File: config.mk
export PLATFORM = sky130hd
export DESIGN_NAME = ram_read_arbiter
export DESIGN_NICKNAME = d
export VERILOG_FILES = /design/src/rtl/ram_ctrl_pkg.sv /design/src/rtl/rr_pick.sv /design/src/rtl/ram_read_arbiter.sv
export SDC_FILE = /design/constraint.sdc
export NUM_CORES = 1
export LEC_CHECK = 0
export ABC_AREA = 1
export CORE_ASPECT_RATIO = 0.75
export CORE_UTILIZATION = 49
export DETAILED_ROUTE_END_ITERATION = 7
export PLACE_DENSITY = 0.76
export SYNTH_ARGS = -nofsm -noshare
export SYNTH_HDL_FRONTEND = slang
export SYNTH_SLANG_ARGS = --single-unit
File: constraint.sdc
create_clock -name clk -period 2.4 [get_ports clk]
set_input_delay 0.36 -clock clk [delete_from_list [all_inputs] [get_ports clk]]
set_output_delay 0.36 -clock clk [all_outputs]
set_load 0.005 [all_outputs]
File: src/rtl/ram_ctrl_pkg.sv
// ram_ctrl_pkg: shared RAM-controller constants, arbiter state type and round-robin pointer helper
package ram_ctrl_pkg;
  localparam int RAM_BYTES = 4;
  localparam int BYTE_ADDR_W = 2;
  typedef enum logic [1:0] {IDLE, SEL, WAIT} arb_state_t;
  function automatic logic [2:0] ptr_inc(input logic [2:0] p, input int n);
    return (int'(p) >= n - 1) ? 3'd0 : p + 3'd1;
  endfunction
endpackage

File: src/rtl/rr_pick.sv
// rr_pick: combinational round-robin picker, first set bit of eff_req at or after ptr with wrap
module rr_pick #(
  parameter int N = 4
) (
  input  logic [N-1:0] eff_req,
  input  logic [2:0]   ptr,
  output logic         found,
  output logic [2:0]   idx
);
  // scan from farthest to nearest so the nearest requester after ptr wins
  always_comb begin
    int j;
    found = 1'b0;
    idx = 3'd0;
    j = 0;
    for (int k = N - 1; k >= 0; k--) begin
      j = int'(ptr) + k;
      j = (j >= N) ? j - N : j;
      if (eff_req[j]) begin
        found = 1'b1;
        idx = 3'(j);
      end
    end
  end
endmodule

File: src/rtl/ram_read_arbiter.sv
// ram_read_arbiter: round-robin sharing of the 4-byte RAM mux read path; SETTLE_WAIT_EN adds a settle WAIT state
module ram_read_arbiter
  import ram_ctrl_pkg::*;
#(
  parameter int NUM_REQ = 4,
  parameter int DATA_W = 8,
  parameter int ID_W = 2,
  parameter int SETTLE_CYC = 2
) (
  input  logic                   clk,
  input  logic                   rst_n,
  input  logic [NUM_REQ-1:0]     req,
  input  logic [2*NUM_REQ-1:0]   addr,
  output logic [NUM_REQ-1:0]     gnt,
  output logic [DATA_W-1:0]      rdata,
  output logic                   rvalid,
  output logic [ID_W-1:0]        rid,
  output logic                   mux_s0,
  output logic                   mux_s1,
  output logic                   mux_e_n,
  input  logic [DATA_W-1:0]      mux_dout
);
  if (NUM_REQ < 2 || NUM_REQ > 8 || (1 << ID_W) < NUM_REQ || SETTLE_CYC < 1 || SETTLE_CYC > 15) begin : g_bad_param
    $error("ram_read_arbiter: parameter out of range");
  end
  arb_state_t state;
  logic [2:0] ptr, cur_id, idx;
  logic found;
  logic [NUM_REQ-1:0] eff_req;
  logic [BYTE_ADDR_W-1:0] win_addr;
`ifdef SETTLE_WAIT_EN
  logic [3:0] cnt;
`endif
  assign eff_req = req & ~gnt;
  assign win_addr = addr[2*idx +: BYTE_ADDR_W];
  rr_pick #(.N(NUM_REQ)) u_pick (
    .eff_req(eff_req),
    .ptr(ptr),
    .found(found),
    .idx(idx)
  );
  // arbitration FSM: pick and latch in IDLE, hold the mux enabled, capture and pulse on the final edge
  always_ff @(posedge clk or negedge rst_n) begin
    if (!rst_n) begin
      state <= IDLE;
      ptr <= 3'd0;
      cur_id <= 3'd0;
      gnt <= '0;
      rvalid <= 1'b0;
      rdata <= '0;
      rid <= '0;
      mux_s1 <= 1'b0;
      mux_s0 <= 1'b0;
      mux_e_n <= 1'b1;
`ifdef SETTLE_WAIT_EN
      cnt <= 4'd0;
`endif
    end else begin
      gnt <= '0;
      rvalid <= 1'b0;
      case (state)
        IDLE: if (found) begin
          {mux_s1, mux_s0} <= win_addr;
          cur_id <= idx;
          mux_e_n <= 1'b0;
          state <= SEL;
        end
`ifdef SETTLE_WAIT_EN
        SEL: begin
          cnt <= 4'(SETTLE_CYC - 1);
          state <= WAIT;
        end
        WAIT: if (cnt != 4'd0) cnt <= cnt - 4'd1;
        else begin
          rdata <= mux_dout;
          rid <= ID_W'(cur_id);
          rvalid <= 1'b1;
          gnt[cur_id] <= 1'b1;
          mux_e_n <= 1'b1;
          ptr <= ptr_inc(cur_id, NUM_REQ);
          state <= IDLE;
        end
`else
        SEL: begin
          rdata <= mux_dout;
          rid <= ID_W'(cur_id);
          rvalid <= 1'b1;
          gnt[cur_id] <= 1'b1;
          mux_e_n <= 1'b1;
          ptr <= ptr_inc(cur_id, NUM_REQ);
          state <= IDLE;
        end
`endif
        default: state <= IDLE;
      endcase
    end
  end
endmodule

==> After elaboration in Yosys (flattened, before gate mapping) <==
Index checks and enable logic that the tools add are counted.
{ "totals": {"reg_bits": 26, "in_bits": 22, "out_inout_bits": 18, "elab_cells": 72} }
{ "op_classes": {"n_addsub": 8, "order_cmp": 11, "eq_ne": 2, "shift": 1, "muxes": 33, "n_bitwise": 2, "n_reduce_logical": 5} }
{ "op_table": {"columns": ["operator", "n"], "rows": [
  ["< comparator 32 x 4 -> 1 bit (second input constant)", 4],
  ["two-way mux 32 bit", 4],
  [">= comparator 32 x 4 -> 1 bit (second input constant)", 3],
  ["subtractor 32 x 4 -> 32 bit (second input constant)", 3],
  ["two-way mux 1 bit", 15],
  ["two-way mux 3 bit", 5],
  ["adder 3 x 2 -> 4 bit (second input constant)", 2],
  ["binary-select mux 1 bit (select 2 bit)", 4],
  ["variable part select 8 x 5 -> 2 bit", 1],
  ["adder 3 x 1 -> 4 bit (second input constant)", 1],
  ["AND 4 bit", 1],
  ["two-way mux 2 bit", 2],
  ["two-way mux 4 bit", 1],
  ["NOT 4 bit", 1],
  ["AND reduction 2 bit", 2],
  ["subtractor 3 x 3 -> 4 bit (second input constant)", 1],
  ["adder 3 x 1 -> 3 bit (second input constant)", 1],
  [">= comparator 3 x 1 -> 1 bit (second input constant)", 1],
  [">= comparator 3 x 2 -> 1 bit (second input constant)", 1],
  [">= comparator 3 bit (second input constant)", 1],
  ["< comparator 3 bit (second input constant)", 1],
  ["demux 1 bit (select 2 bit)", 1],
  ["equality test 2 x 1 -> 1 bit (second input constant)", 1],
  ["zero test 2 bit", 1],
  ["other kinds (4)", 4]
]} }

==> Longest topological paths before layout <==
{ "logic_depth": {"depth_word": 12, "ltp_mapped": 13, "depth_no_buf": 12} }

==> Cells and area by module <==
A second synthesis with hierarchy kept.
{ "unflattened": {"hier_cells": 192, "hier_area_um2": 1486.4} }
{ "modules_own_cells": {"columns": ["module", "instances", "cells_each", "area_each_um2", "seq_area_each_um2"], "rows": [
  ["ram_read_arbiter", 1, 121, 1063.5, 626.9],
  ["rr_pick", 1, 71, 422.9, 0.0]
]} }

==> Worst setup path before layout <==
OpenSTA, ideal clock, no wires.
{ "synth_path": {"kind": "register -> register", "from": "reg ptr[1]", "to": "reg mux_s0", "arrival_time_ns": 1.603, "required_time_ns": 2.283, "setup_slack_ns": 0.680, "stages_incl_launch_ff": 13, "synth_period_minus_slack_ns": 1.720, "path_cell_list": "dfrtp_1 > inv_1 > ha_1 > inv_1 > nand3_2 > nand2_4 > nand2_4 > nand2_4 > nand2_2 > nand3_1 > nand3_1 > nand3_1 > nand2_1"} }
{ "synth_via": {"elab_chain_len": 11, "elab_cells_between_ends": 37, "classes_between": "7 x add/sub; 4 x order compare; 1 x shift; 24 x mux; 1 x reduce/logical"} }
{ "synth_rtl": {"columns": ["element", "line", "source"], "rows": [
  ["start, declared", "ram_read_arbiter.sv:27", "logic [2:0] ptr, cur_id, idx;"],
  ["start signal, assigned", "ram_read_arbiter.sv:90", "ptr <= ptr_inc(cur_id, NUM_REQ);"],
  ["adder 3 x 2 -> 4 bit", "rr_pick.sv:17", "j = int'(ptr) + k;"],
  ["subtractor 32 x 4 -> 32 bit / >= comparator 32 x 4 -> 1 bit (equally long branches)", "rr_pick.sv:18", "j = (j >= N) ? j - N : j;"],
  ["two-way mux 32 bit", "rr_pick.sv:18", null],
  ["binary-select mux 1 bit (select 2 bit)", "rr_pick.sv:19", "if (eff_req[j]) begin"],
  ["two-way mux 1 bit (implied by the code) (2 in series)", "rr_pick.sv:19", null],
  ["two-way mux 3 bit / two-way mux 1 bit (equally long branches) (4 in series)", "rr_pick.sv:19", null],
  ["variable part select 8 x 5 -> 2 bit / AND reduction 2 bit (equally long branches)", null, null],
  ["end signal, assigned", "ram_read_arbiter.sv:63", "{mux_s1, mux_s0} <= win_addr;"],
  ["end, declared", "ram_read_arbiter.sv:18", "output logic mux_s0,"]
]} }
Several ways; a longest one is shown, not always the timed one. The select of a mux whose other input is x is not followed.
A chain may end at the register's enable or synchronous reset.

==> Final worst setup path <==
{ "layout_path": {"from": "reg ptr[0]", "to": "reg mux_s0"} }
The elaborated chain is that of the path after synthesis.

==> qor.yml <==
status: "complete, no violations"
crit_path_cell_trace: "inv_8 > ha_1 > inv_1 > nand3_2 > nand2_4 > nand2_4 > nand2_4 > nand2_2 > nand3_1 > nand3_1 > nand3_1 > nand2_1"
initial_core_util_pct: 52.4
routed_wl_um: 3630
grt_pass1_vias: 1409
overflow: 0
diodes: 0
finalSetupTns_ns: 0
wl_met3_um: 133
cp_slowest_cell: "dfrtp_1"
cp_max_fo: 11
clock_latency_ns: 0.27
ys.flop_type: "dfrtp_1"
ys_seq_area_share_pct: 40.1
p_per_area_nw_per_um2: 1340
path_class: "reg2reg"
gr-usage-all-layers_pct: 24.6
wl_per_cell_um: 13.8
hold_buffers: 0
crit_start: "ptr[0]"
hold_viol: 0
avgSynthCellArea_um2: 8.53
clkSlewWorstSetupHoldPaths_ns: 0.09
core_area_um2: 2980
drc: 0
port_buffers: 39
cts_tree: "yes"
hold_path.class: "in2async"
fp.dieH_um: 50.9
critPathBufInv: 2
drtIter0Drc: 53
ios: 40
crit_family: "simple AND/OR/NAND/NOR gates"
clock_path_buffers: 2
timing.rr.start: "ptr[0]"
synth_commonest_cells: "45 x nand2_1, 24 x dfrtp_1, 20 x nand3_1, 17 x inv_1"
worstMarginPinSlew_ns: 0.538
ctsResizeCount: 0
die_x_um: 67.2
grt_pass1_wl_um: 6300
drt-met1-wl_um: 1680
relSlewSlack_pct: 64.0
die_area_um2: 3420
via_per_inst: 5.17
required_ns: 2.57
cts_sinks: 25
highest_layer: "met4"
rsz0062_at_grt: "false"
nets: 260
post_route_cells_drive_above_1_share_pct: 18.7
startpoint_type: "register"
critical_path.max_stage_delay_ns: 0.66
ir_worst_vdd_uv: 1000
ys_types: 29
utilization_pct: 68.7
rows: 17
vias: 1360
finalClockSkew_ns: 0.00565
fin_crit_ns: 2.12
leakagePower_uw: 0.000999
post-synth-top-count-cell: "nand2_1"
end_kind: "register"
grt_max_degree: 17
first_pass_iters: 4
syn_inst: 183
post_cts_buffers: 0
ant_nets: 0
synth_area_um2: 1560
hpwlAfterDp_um: 2890
wl_met2_um: 1810
antenna_found_initial: 0
clock-root-buffer: "clkbuf_8"
min_period_over_period_pct: 88.4
max_freq_ghz: 0.471
yosysTopAreaCell: "dfrtp_1"
synth_nets: 217
cts_inserted_buffers: 3
maxSlewViolCount: 0
yosys_warnings: 0
async_reset_ff_share_pct: 100
num-fill-cells: 231
ys_ff_latch: 25
setup_viol: 0
synth_edf_count: 0
place_congestion: 0.831
htreeDepth: 1
netlist_top_cells_area: "dfrtp_1 38%, nand2_1 11%, ha_1 9.6%"
synth_largest_type_area_fraction_pct: 38.5
max_cap_violations: 0
areaGrowthSynthToFinish_pct: 30.9
worstPathArrival_ns: 2.29
final timing paths:
check / to / slack, ns / cells after the start
max: mux_s0 / 0.28 / 12
min: rid[0] / 0.43 / 1
max reg2reg: mux_s0 / 0.28 / 12
min reg2reg: rdata[3] / 0.48 / 2
max in group asynchronous: gnt[3] / 1.37 / 2
min in group clk: rdata[3] / 0.48 / 2
metrics by stage:
step | setup WS, ns | hold slack, ns | power, uW | cell area, um2 | instances
floorplan | 0.680 | 0.0644 | 1890 | 1560 | 183
global placement | 0.443 | 0.455 | 2390 | 2000 | 259
detailed placement | 0.307 | 0.462 | 2480 | 2000 | 259
CTS | 0.295 | 0.441 | 2740 | 2040 | 263
global route | 0.0825 | 0.474 | 2980 | 2040 | 263
finish | 0.278 | 0.432 | 2730 | 2040 | 263
where the power goes:
group          switching, uW  total, uW  internal (uW)
clock network            135        252            118
logic                    998       1710            714
registers                150        769            619
final cells by class:
class,count,area (um2),area share (%)
Clock inverter,1,7.51,0.367
Tap cell,38,47.5,2.33
Clock buffer,3,41.3,2.02
Multi-Input combinational cell,135,831,40.6
Timing Repair Buffer,41,405,19.8
Sequential cell,25,627,30.7
Inverter,20,85.1,4.16
sequential cells by signal (all words and copies together), names as in the netlist:
register,cells
cur_id,3
ptr,3
mux_s0,1
mux_e_n,1
rdata,8
gnt,4
mux_s1,1
rid,2
state,1
rvalid,1
metal layers:
layer / GRT usage (%) / up-vias
met4: 3.55 / 0
li1: - / 665
met5: 0 / -
met2: 40.8 / 36
met3: 3.79 / 2
met1: 34.4 / 657
cells by family (layout without fill, tap and decap cells):
| kind of cell | after synthesis | in the layout | synth area share, % |
|---|---|---|---|
| flops | 25 | 25 | 40.1 |
| simple gates | 108 | 108 | 37.3 |
| buf+inv | 23 | 65 | 6.65 |
| compound gates | 13 | 13 | 5.21 |
| xor+xnor | 2 | 2 | 1.12 |
| fa+ha+maj | 12 | 12 | 9.62 |
placed cells by master, fill, tap and decap left out, types with 2 or more instances in the layout:
cell type	instances
nand2_2	11
o21ai_0	4
o21ai_1	2
nor2_1	12
nand3_1	20
nand2_1	45
buf_4	2
nand3_2	10
inv_1	17
nand2_4	4
clkdlybuf4s50_1	39
dfrtp_1	24
nor2_2	3
ha_1	12
a21oi_1	2
clkbuf_8	3
worst register-to-register path, delay by kind of cell (launching register included):
family        cells  cell delay, ns
flops             1            0.66
simple gates      9            0.77
buf+inv           2            0.23
fa+ha+maj         1            0.37
No activity file was read; power rests on OpenSTA's default activity.
